**config.mk**
```make
export PLATFORM = sky130hd
export DESIGN_NAME = controle_memoria_historico
export DESIGN_NICKNAME = d
export VERILOG_FILES = /design/src/rtl/ctrl_mem_pkg.sv /design/src/rtl/banco_historico.sv /design/src/rtl/controle_memoria_historico.sv
export SDC_FILE = /design/constraint.sdc
export NUM_CORES = 1
export LEC_CHECK = 0
export BUFFER_PORTS_ARGS = -buffer_cell sky130_fd_sc_hd__buf_2
export CAP_MARGIN = 10
export CORE_UTILIZATION = 55
export CTS_CLUSTER_DIAMETER = 40
export CTS_CLUSTER_SIZE = 30
export DETAILED_ROUTE_END_ITERATION = 10
export HOLD_SLACK_MARGIN = 0.06
export PLACE_DENSITY = 0.88
export SLEW_MARGIN = 20
export SYNTH_ARGS = -nofsm -noshare
export SYNTH_HDL_FRONTEND = slang
export SYNTH_SLANG_ARGS = --single-unit
export TNS_END_PERCENT = 20
```
**constraint.sdc**
```tcl
create_clock -name clk -period 3.9 [get_ports clk]
set_input_delay 0.78 -clock clk [delete_from_list [all_inputs] [get_ports clk]]
set_output_delay 0.78 -clock clk [all_outputs]
set_load 0.01 [all_outputs]
```
**src/rtl/ctrl_mem_pkg.sv**
```systemverilog
// Shared constants and pointer-width helpers for the ULA result history.
package ctrl_mem_pkg;

  localparam int OP_NOP = 0;

  // Index width; a 1-entry memory still needs one address bit.
  function automatic int ptr_w(input int depth);
    return (depth > 1) ? $clog2(depth) : 1;
  endfunction

  function automatic int occ_w(input int depth);
    return $clog2(depth + 1);
  endfunction

endpackage

```
**src/rtl/banco_historico.sv**
```systemverilog
// DEPTH x WIDTH register file: one write port, two async read ports, sync clear.
// Writes land on the clock edge; reads are combinational; no backpressure.
module banco_historico #(
  parameter int WIDTH = 8,
  parameter int DEPTH = 4,
  parameter int AW    = 2
) (
  input  logic             clk,
  input  logic             rst,
  input  logic             i_limpar,
  input  logic             i_we,
  input  logic [AW-1:0]    i_waddr,
  input  logic [WIDTH-1:0] i_wdata,
  input  logic [AW-1:0]    i_raddr_a,
  input  logic [AW-1:0]    i_raddr_b,
  output logic [WIDTH-1:0] o_rdata_a,
  output logic [WIDTH-1:0] o_rdata_b
);

  logic [WIDTH-1:0] r_mem [DEPTH];

  always_ff @(posedge clk or posedge rst) begin
    if (rst) begin
      for (int i = 0; i < DEPTH; i++) r_mem[i] <= '0;
    end else if (i_limpar) begin
      for (int i = 0; i < DEPTH; i++) r_mem[i] <= '0;
    end else if (i_we) begin
      r_mem[i_waddr] <= i_wdata;
    end
  end

  assign o_rdata_a = r_mem[i_raddr_a];
  assign o_rdata_b = r_mem[i_raddr_b];

endmodule

```
**src/rtl/controle_memoria_historico.sv**
```systemverilog
// Circular history of the last DEPTH ULA results with step-back/forward recall; 1-cycle store latency.
// No backpressure. Define CTRL_MEM_EDGE_EN to store once per executar press instead of once per cycle.
module controle_memoria_historico
  import ctrl_mem_pkg::*;
#(
  parameter int WIDTH = 8,
  parameter int DEPTH = 4,
  parameter int OP_W  = 3
) (
  input  logic                      clk,
  input  logic                      rst,
  input  logic [OP_W-1:0]           operacao,
  input  logic [WIDTH-1:0]          resultado_ula,
  input  logic                      executar,
  input  logic                      limpar,
  input  logic                      recuar,
  input  logic                      avancar,
  output logic                      carregar_memoria,
  output logic [WIDTH-1:0]          valor_memoria,
  output logic [WIDTH-1:0]          valor_historico,
  output logic [ptr_w(DEPTH)-1:0]   indice_historico,
  output logic [occ_w(DEPTH)-1:0]   ocupacao,
  output logic                      hist_cheio,
  output logic [WIDTH-1:0]          resultado_final
);

  localparam int AW = ptr_w(DEPTH);
  localparam int CW = occ_w(DEPTH);

  logic [AW-1:0]    r_wr_ptr;
  logic [AW-1:0]    r_indice;
  logic [CW-1:0]    r_ocup;
  logic             w_exec_q;
  logic             w_vazio;
  logic [CW-1:0]    w_indice_ext;
  logic [AW-1:0]    w_rd_ult;
  logic [AW-1:0]    w_rd_hist;
  logic [WIDTH-1:0] w_dado_ult;
  logic [WIDTH-1:0] w_dado_hist;

`ifdef CTRL_MEM_EDGE_EN
  logic r_executar_d;

  always_ff @(posedge clk or posedge rst) begin
    if (rst) r_executar_d <= 1'b0;
    else     r_executar_d <= executar;
  end

  assign w_exec_q = executar & ~r_executar_d;
`else
  assign w_exec_q = executar;
`endif

  assign carregar_memoria = w_exec_q & (operacao != OP_W'(OP_NOP)) & ~limpar;

  assign w_vazio      = (r_ocup == '0);
  assign w_indice_ext = CW'(r_indice);
  // DEPTH is a power of two, so pointer arithmetic wraps for free.
  assign w_rd_ult     = r_wr_ptr - AW'(1);
  assign w_rd_hist    = r_wr_ptr - AW'(1) - r_indice;

  always_ff @(posedge clk or posedge rst) begin
    if (rst) begin
      r_wr_ptr <= '0;
      r_ocup   <= '0;
      r_indice <= '0;
    end else if (limpar) begin
      r_wr_ptr <= '0;
      r_ocup   <= '0;
      r_indice <= '0;
    end else if (carregar_memoria) begin
      r_wr_ptr <= r_wr_ptr + AW'(1);
      if (r_ocup != CW'(DEPTH)) r_ocup <= r_ocup + CW'(1);
      r_indice <= '0;
    end else if (!w_vazio && (recuar ^ avancar)) begin
      if (recuar && (w_indice_ext < r_ocup - CW'(1))) r_indice <= r_indice + AW'(1);
      else if (avancar && (r_indice != '0))           r_indice <= r_indice - AW'(1);
    end
  end

  banco_historico #(
    .WIDTH (WIDTH),
    .DEPTH (DEPTH),
    .AW    (AW)
  ) u_banco (
    .clk       (clk),
    .rst       (rst),
    .i_limpar  (limpar),
    .i_we      (carregar_memoria),
    .i_waddr   (r_wr_ptr),
    .i_wdata   (resultado_ula),
    .i_raddr_a (w_rd_ult),
    .i_raddr_b (w_rd_hist),
    .o_rdata_a (w_dado_ult),
    .o_rdata_b (w_dado_hist)
  );

  assign valor_memoria    = w_vazio ? '0 : w_dado_ult;
  assign valor_historico  = w_vazio ? '0 : w_dado_hist;
  assign resultado_final  = valor_historico;
  assign indice_historico = r_indice;
  assign ocupacao         = r_ocup;
  assign hist_cheio       = (r_ocup == CW'(DEPTH));

endmodule

```
=== Word level (Yosys, flattened, before mapping) ===
Index checks and enable logic that the tools add are counted.

* Flip-flop bits (word level): 39
* Input bits: 17
* Output and inout port bits: 31
* Logic and storage cells: 65

* Add/subtract/negate cells: 7
* Magnitude comparators: 5
* Eq/ne operators: 2
* Muxes and demuxes: 23
* Bitwise logic cells: 7
* Reduce and logical (&&, ||, !) cells: 14

{| class="wikitable"
|+ Operator list
! kind !! count
|-
| 32-bit two-way mux || 2
|-
| 8-bit two-way mux || 7
|-
| 8-bit binary-select mux with 2-bit select || 2
|-
| 32-bit bitwise mux || 1
|-
| 8-bit demux with 2-bit select || 1
|-
| 2-bit two-way mux || 7
|-
| 3-bit greater-or-equal comparator (second input constant) || 3
|-
| 3-bit two-way mux || 3
|-
| 2-bit inverter with 3-bit output || 3
|-
| 2-bit nonzero test || 3
|-
| 3-bit nonzero test || 2
|-
| 2-bit by 1-bit adder with 2-bit output (second input constant) || 2
|-
| 1-bit logical AND || 4
|-
| 2-bit AND reduction || 2
|-
| 4-bit nonzero test || 1
|-
| 2-bit by 1-bit subtractor with 2-bit output (second input constant) || 2
|-
| 3-bit by 1-bit adder with 3-bit output (second input constant) || 1
|-
| 3-bit equality test (second input constant) || 1
|-
| 3-bit logical NOT || 1
|-
| 2-bit by 3-bit < comparator with 1-bit output || 1
|-
| 3-bit by 1-bit < comparator with 1-bit output (second input constant) || 1
|-
| 3-bit != test (second input constant) || 1
|-
| 3-bit by 1-bit subtractor with 3-bit output (second input constant) || 1
|-
| 1-bit AND || 2
|-
| 4 further kinds || 4
|}

=== Longest topological paths before layout ===
* Depth in word-level cells: 8
* Mapped depth: 10
* Gate-level depth less buffers: 8

=== Cells and area by module ===
A second synthesis with hierarchy kept.

* Cell total of the unflattened synthesis: 217
* Area, all modules: 2507.4 um^2

{| class="wikitable"
|+ By module, submodules not included
! module !! times used !! cells an instance !! area each (um^2) !! sequential area each (um^2)
|-
| banco_historico || 1 || 137 || 1828.0 || 800.8
|-
| controle_memoria_historico || 1 || 80 || 679.4 || 175.2
|}

=== Least setup slack after synthesis ===
No wires, ideal clock.

* Path type: flip-flop to output port
* Start: register r_wr_ptr[0]
* End: output valor_historico[4]
* Arrival: 2324 ps
* Data required time: 3120 ps
* Path slack: 796 ps
* Cell stages (with the launch flop): 11
* Buffers on the path: 4
* Cells stage by stage: dfrtp_1 > buf_2 > inv_1 > ha_1 > buf_6 > xor2_4 > xnor2_4 > buf_12 > mux2i_1 > o22ai_1 > buf_4

* Cells in the longest elaborated chain, start to end: 7

{| class="wikitable"
|+ Ends and longest elaborated chain
! element !! RTL line !! source
|-
| start: declaration || controle_memoria_historico.sv:30 || <nowiki>logic [AW-1:0] r_wr_ptr;</nowiki>
|-
| start signal: assignment || controle_memoria_historico.sv:72 || <nowiki>r_wr_ptr <= r_wr_ptr + AW'(1);</nowiki>
|-
| 2-bit by 1-bit subtractor with 2-bit output || controle_memoria_historico.sv:60 || <nowiki>assign w_rd_hist = r_wr_ptr - AW'(1) - r_indice;</nowiki>
|-
| 2-bit subtractor || controle_memoria_historico.sv:60 ||
|-
| 2-bit inverter with 3-bit output (not written as such) || banco_historico.sv:33 || <nowiki>assign o_rdata_b = r_mem[i_raddr_b];</nowiki>
|-
| 8-bit binary-select mux with 2-bit select || banco_historico.sv:33 ||
|-
| 8-bit two-way mux (not written as such) (2 in series) || banco_historico.sv:33 ||
|-
| 8-bit two-way mux || controle_memoria_historico.sv:99 || <nowiki>assign valor_historico = w_vazio ? '0 : w_dado_hist;</nowiki>
|-
| end: declaration || controle_memoria_historico.sv:20 || <nowiki>output logic [WIDTH-1:0] valor_historico,</nowiki>
|}

Every way passes these cells. The select of a mux whose other input is x is not followed.

=== Final worst setup path ===
* Start: register r_wr_ptr[1]
* End: output resultado_final[1]

* Cells in the longest elaborated chain, start to end: 7

{| class="wikitable"
|+ Ends and longest elaborated chain
! element !! RTL line !! source
|-
| 2-bit by 1-bit subtractor with 2-bit output || controle_memoria_historico.sv:60 ||
|-
| 2-bit subtractor || controle_memoria_historico.sv:60 ||
|-
| 2-bit inverter with 3-bit output (not written as such) || banco_historico.sv:33 ||
|-
| 8-bit binary-select mux with 2-bit select || banco_historico.sv:33 ||
|-
| 8-bit two-way mux (not written as such) (2 in series) || banco_historico.sv:33 ||
|-
| 8-bit two-way mux || controle_memoria_historico.sv:99 ||
|-
| end: declaration || controle_memoria_historico.sv:24 || <nowiki>output logic [WIDTH-1:0] resultado_final</nowiki>
|}

Every way passes these cells. The select of a mux whose other input is x is not followed.

==> impl_metrics.toml <==
[placed_design]
globalplace.congestion = 0.765
place_area_um2 = 2630
hpwl_um = 3870
io_buffers = 47

[layout]
layout_common_cells = "nand2_1, buf_2, dfrtp_1"
antennaDiodeCount = 0
drive_above_1_share = 0.197
final_common_cell = "nand2_1"
regArea_um2 = 976
design_area_um2 = 2710
multiInputGateArea_um2 = 1310
num-fill-cells = 350
syn_to_final_growth_pct = 10.8
layout.nets = 319

[timing]
finalCriticalPeriod_ns = 3.46
skew_ns = 0.00477
rsz0062_at_grt = "false"
finalHoldViolations = 0
final.setup.tns_ns = 0
worstMarginPinSlew_ns = 0.726
max_slew_margin = 0.516
min_period_over_period = 0.887
setup_viol = 0
final_max_slew_viol_count = 0
fmax_mhz = 289

[detailed_routing]
drc = 0
drt_iter0_drc = 163
first_pass_iters = 5
routed_wl_um = 5550
antenna_left = 0
vias = 1944
viasPerCell = 5.65
wl_per_cell_um = 16.1

[flow_run]
maxCapViolCount = 0

[critical_path]
crit_type = "reg -> out"
crit_path_end_kind = "output pin"
ff2ff_setup_slack_ns = 1.72
rr_endpoint = "indice_historico[1]$_DFFE_PP0P_"
crit_end = "resultado_final[1]"
rr_worst_depth = 8
crit_start = "r_wr_ptr[1]$_DFFE_PP0P_"
start_kind = "flip-flop"
crit_arrival_ns = 2.68
timing.rr.start = "ocupacao[0]$_DFFE_PP0P_"
critPathSlowestCell = "ha_1"
crit_chain = "inv_1 > ha_1 > xor2_4 > xnor2_4 > buf_4 > mux2i_1 > o22ai_1 > buf_2"
critPathMaxStageDelay_ns = 0.62
worstPathRequired_ns = 3.12
crit_path_max_fanout = 10

[global_route]
grt_util_all_layers = 0.264
grt_pass1_vias = 1801
grt_max_degree = 42
grt_pass1_wl_um = 8690
grt.overflow.total = 0
antenna_found_initial = 0

[synth]
synth_compound_area_frac = 0.113
synth_fa_ha_area_frac = 0.0461
muxShareOfSynthArea = 0.164
synth.top_cell.area_share = 0.399
ys_types = 32
syn_inst = 258
yosysWarnings = 0
yosysSeqAreaShare = 0.399
netlist_area_um2 = 2440
yosys.area_share.xor_xnor = 0.0369
synthFlopType = "dfrtp_1"
yosys.area.top_type = "dfrtp_1"
synth_edf_count = 0
syn_area_per_cell_um2 = 9.47
synth_top_family_by_area = "simple AND/OR/NAND/NOR gates"
synthesis.nets = 284
synth-async-reset-ratio = 1.00
synthTopCellsByArea = "dfrtp_1, nand2_1, mux4_1"
post_synth_and_or_nand_nor_area_fraction = 0.177
ys_ff_latch = 39

[clocking]
clk_path_buf_depth = 2
post_cts_buffers = 0
htree_levels = 2
numClockSinks = 39
cts_inserted_buffers = 5
postCtsHoldBufs = 0
clkTransAtPathRegs_ns = 0.07
clock_latency_ns = 0.29
cts_resized = 0
cts-root-buf = "clkbuf_8"
cts_tree = "built"

[power]
leakagePower_nw = 1.36
powerDensity_nw_per_um2 = 334
ir_drop_v = 0.000223

[floorplanning]
die_area_um2 = 4710
start_util = 0.590
fp.dieW_um = 68.7
core_area_um2 = 4140
num_rows = 23
io-pin-count = 48
chipHeight_um = 68.7

[outcome]
status = "complete, no violations"

[worst_hold_path]
hold_path_depth = 2
holdCritPathClass = "reg -> reg"
[per-stage QoR]
stage	total power [mW]	cells	worst slack, ns	hold WS [ns]	util
2_1_floorplan	0.605	258	0.796	0.511	-
3_3_place_gp	0.644	336	0.852	0.525	0.634
3_5_place_dp	0.652	336	0.751	0.534	0.634
4_1_cts	0.910	344	0.413	0.544	0.653
5_1_grt	0.945	344	0.174	0.569	0.653
6_report	0.903	344	0.439	0.544	0.653
[report_power, final]
part / switching, mW / leakage [nW] / internal (mW)
Combinational: 0.125 / 0.783 / 0.0831
Sequential: 0.0146 / 0.537 / 0.421
Clock: 0.134 / 0.0422 / 0.125
[how the worst min path moves through the flow]
stage	slack, ns	to	from
5_1_grt	0.57	u_banco.r_mem[28]$_DFFE_PP0P_	u_banco.r_mem[28]$_DFFE_PP0P_
4_1_cts	0.54	u_banco.r_mem[30]$_DFFE_PP0P_	u_banco.r_mem[30]$_DFFE_PP0P_
6_report	0.54	u_banco.r_mem[23]$_DFFE_PP0P_	u_banco.r_mem[23]$_DFFE_PP0P_
2_1_floorplan	0.51	u_banco.r_mem[16]$_DFFE_PP0P_	u_banco.r_mem[16]$_DFFE_PP0P_
3_3_place_gp	0.52	u_banco.r_mem[20]$_DFFE_PP0P_	u_banco.r_mem[20]$_DFFE_PP0P_
3_5_place_dp	0.53	u_banco.r_mem[30]$_DFFE_PP0P_	u_banco.r_mem[30]$_DFFE_PP0P_
[routing by layer]
layer / track usage / share of wire
met1: 0.315 / 0.40
met4: 0.102 / 0.023
met5: 0 / 0
met3: 0.0625 / 0.054
met2: 0.460 / 0.52
[flip-flops by register name, indices dropped and copies added, names as in the netlist]
register / flops
indice_historico: 2
r_wr_ptr: 2
u_banco.r_mem: 32
ocupacao: 3
[cells by family after synthesis]
| group | count (synthesis) |
|---|---|
| fa+ha+maj | 9 |
| xor+xnor | 6 |
| flops | 39 |
| mux | 27 |
| buf+inv | 27 |
| simple gates | 100 |
| compound gates | 50 |
[critical path: cells and delay by family (launching register included)]
family / cells / cell delay, ns
mux: 1 / 0.21
buf+inv: 3 / 0.52
flops: 1 / 0.38
fa+ha+maj: 1 / 0.62
xor+xnor: 2 / 0.56
compound gates: 1 / 0.10
[cell usage after synthesis, types with 2 or more instances]
cell,n
nand2_1,71
dfrtp_1,39
a21oi_1,35
mux2i_1,19
and2_1,13
clkbuf_1,10
ha_1,9
buf_4,8
mux4_1,8
o22ai_1,8
nor2_1,6
inv_1,5
nand2b_1,4
xnor2_1,3
nor3_1,2
o21ai_0,2
[area by class of cell]
cell class / count / share of cell area
timing repair buffer: 50 / 0.0952
tap: 50 / 0.0231
clock inverter: 1 / 0.00185
clock buffer: 7 / 0.0282
multi-input combinational: 192 / 0.484
inverter: 5 / 0.00693
sequential: 39 / 0.360
(Power assumes the default switching activity.)
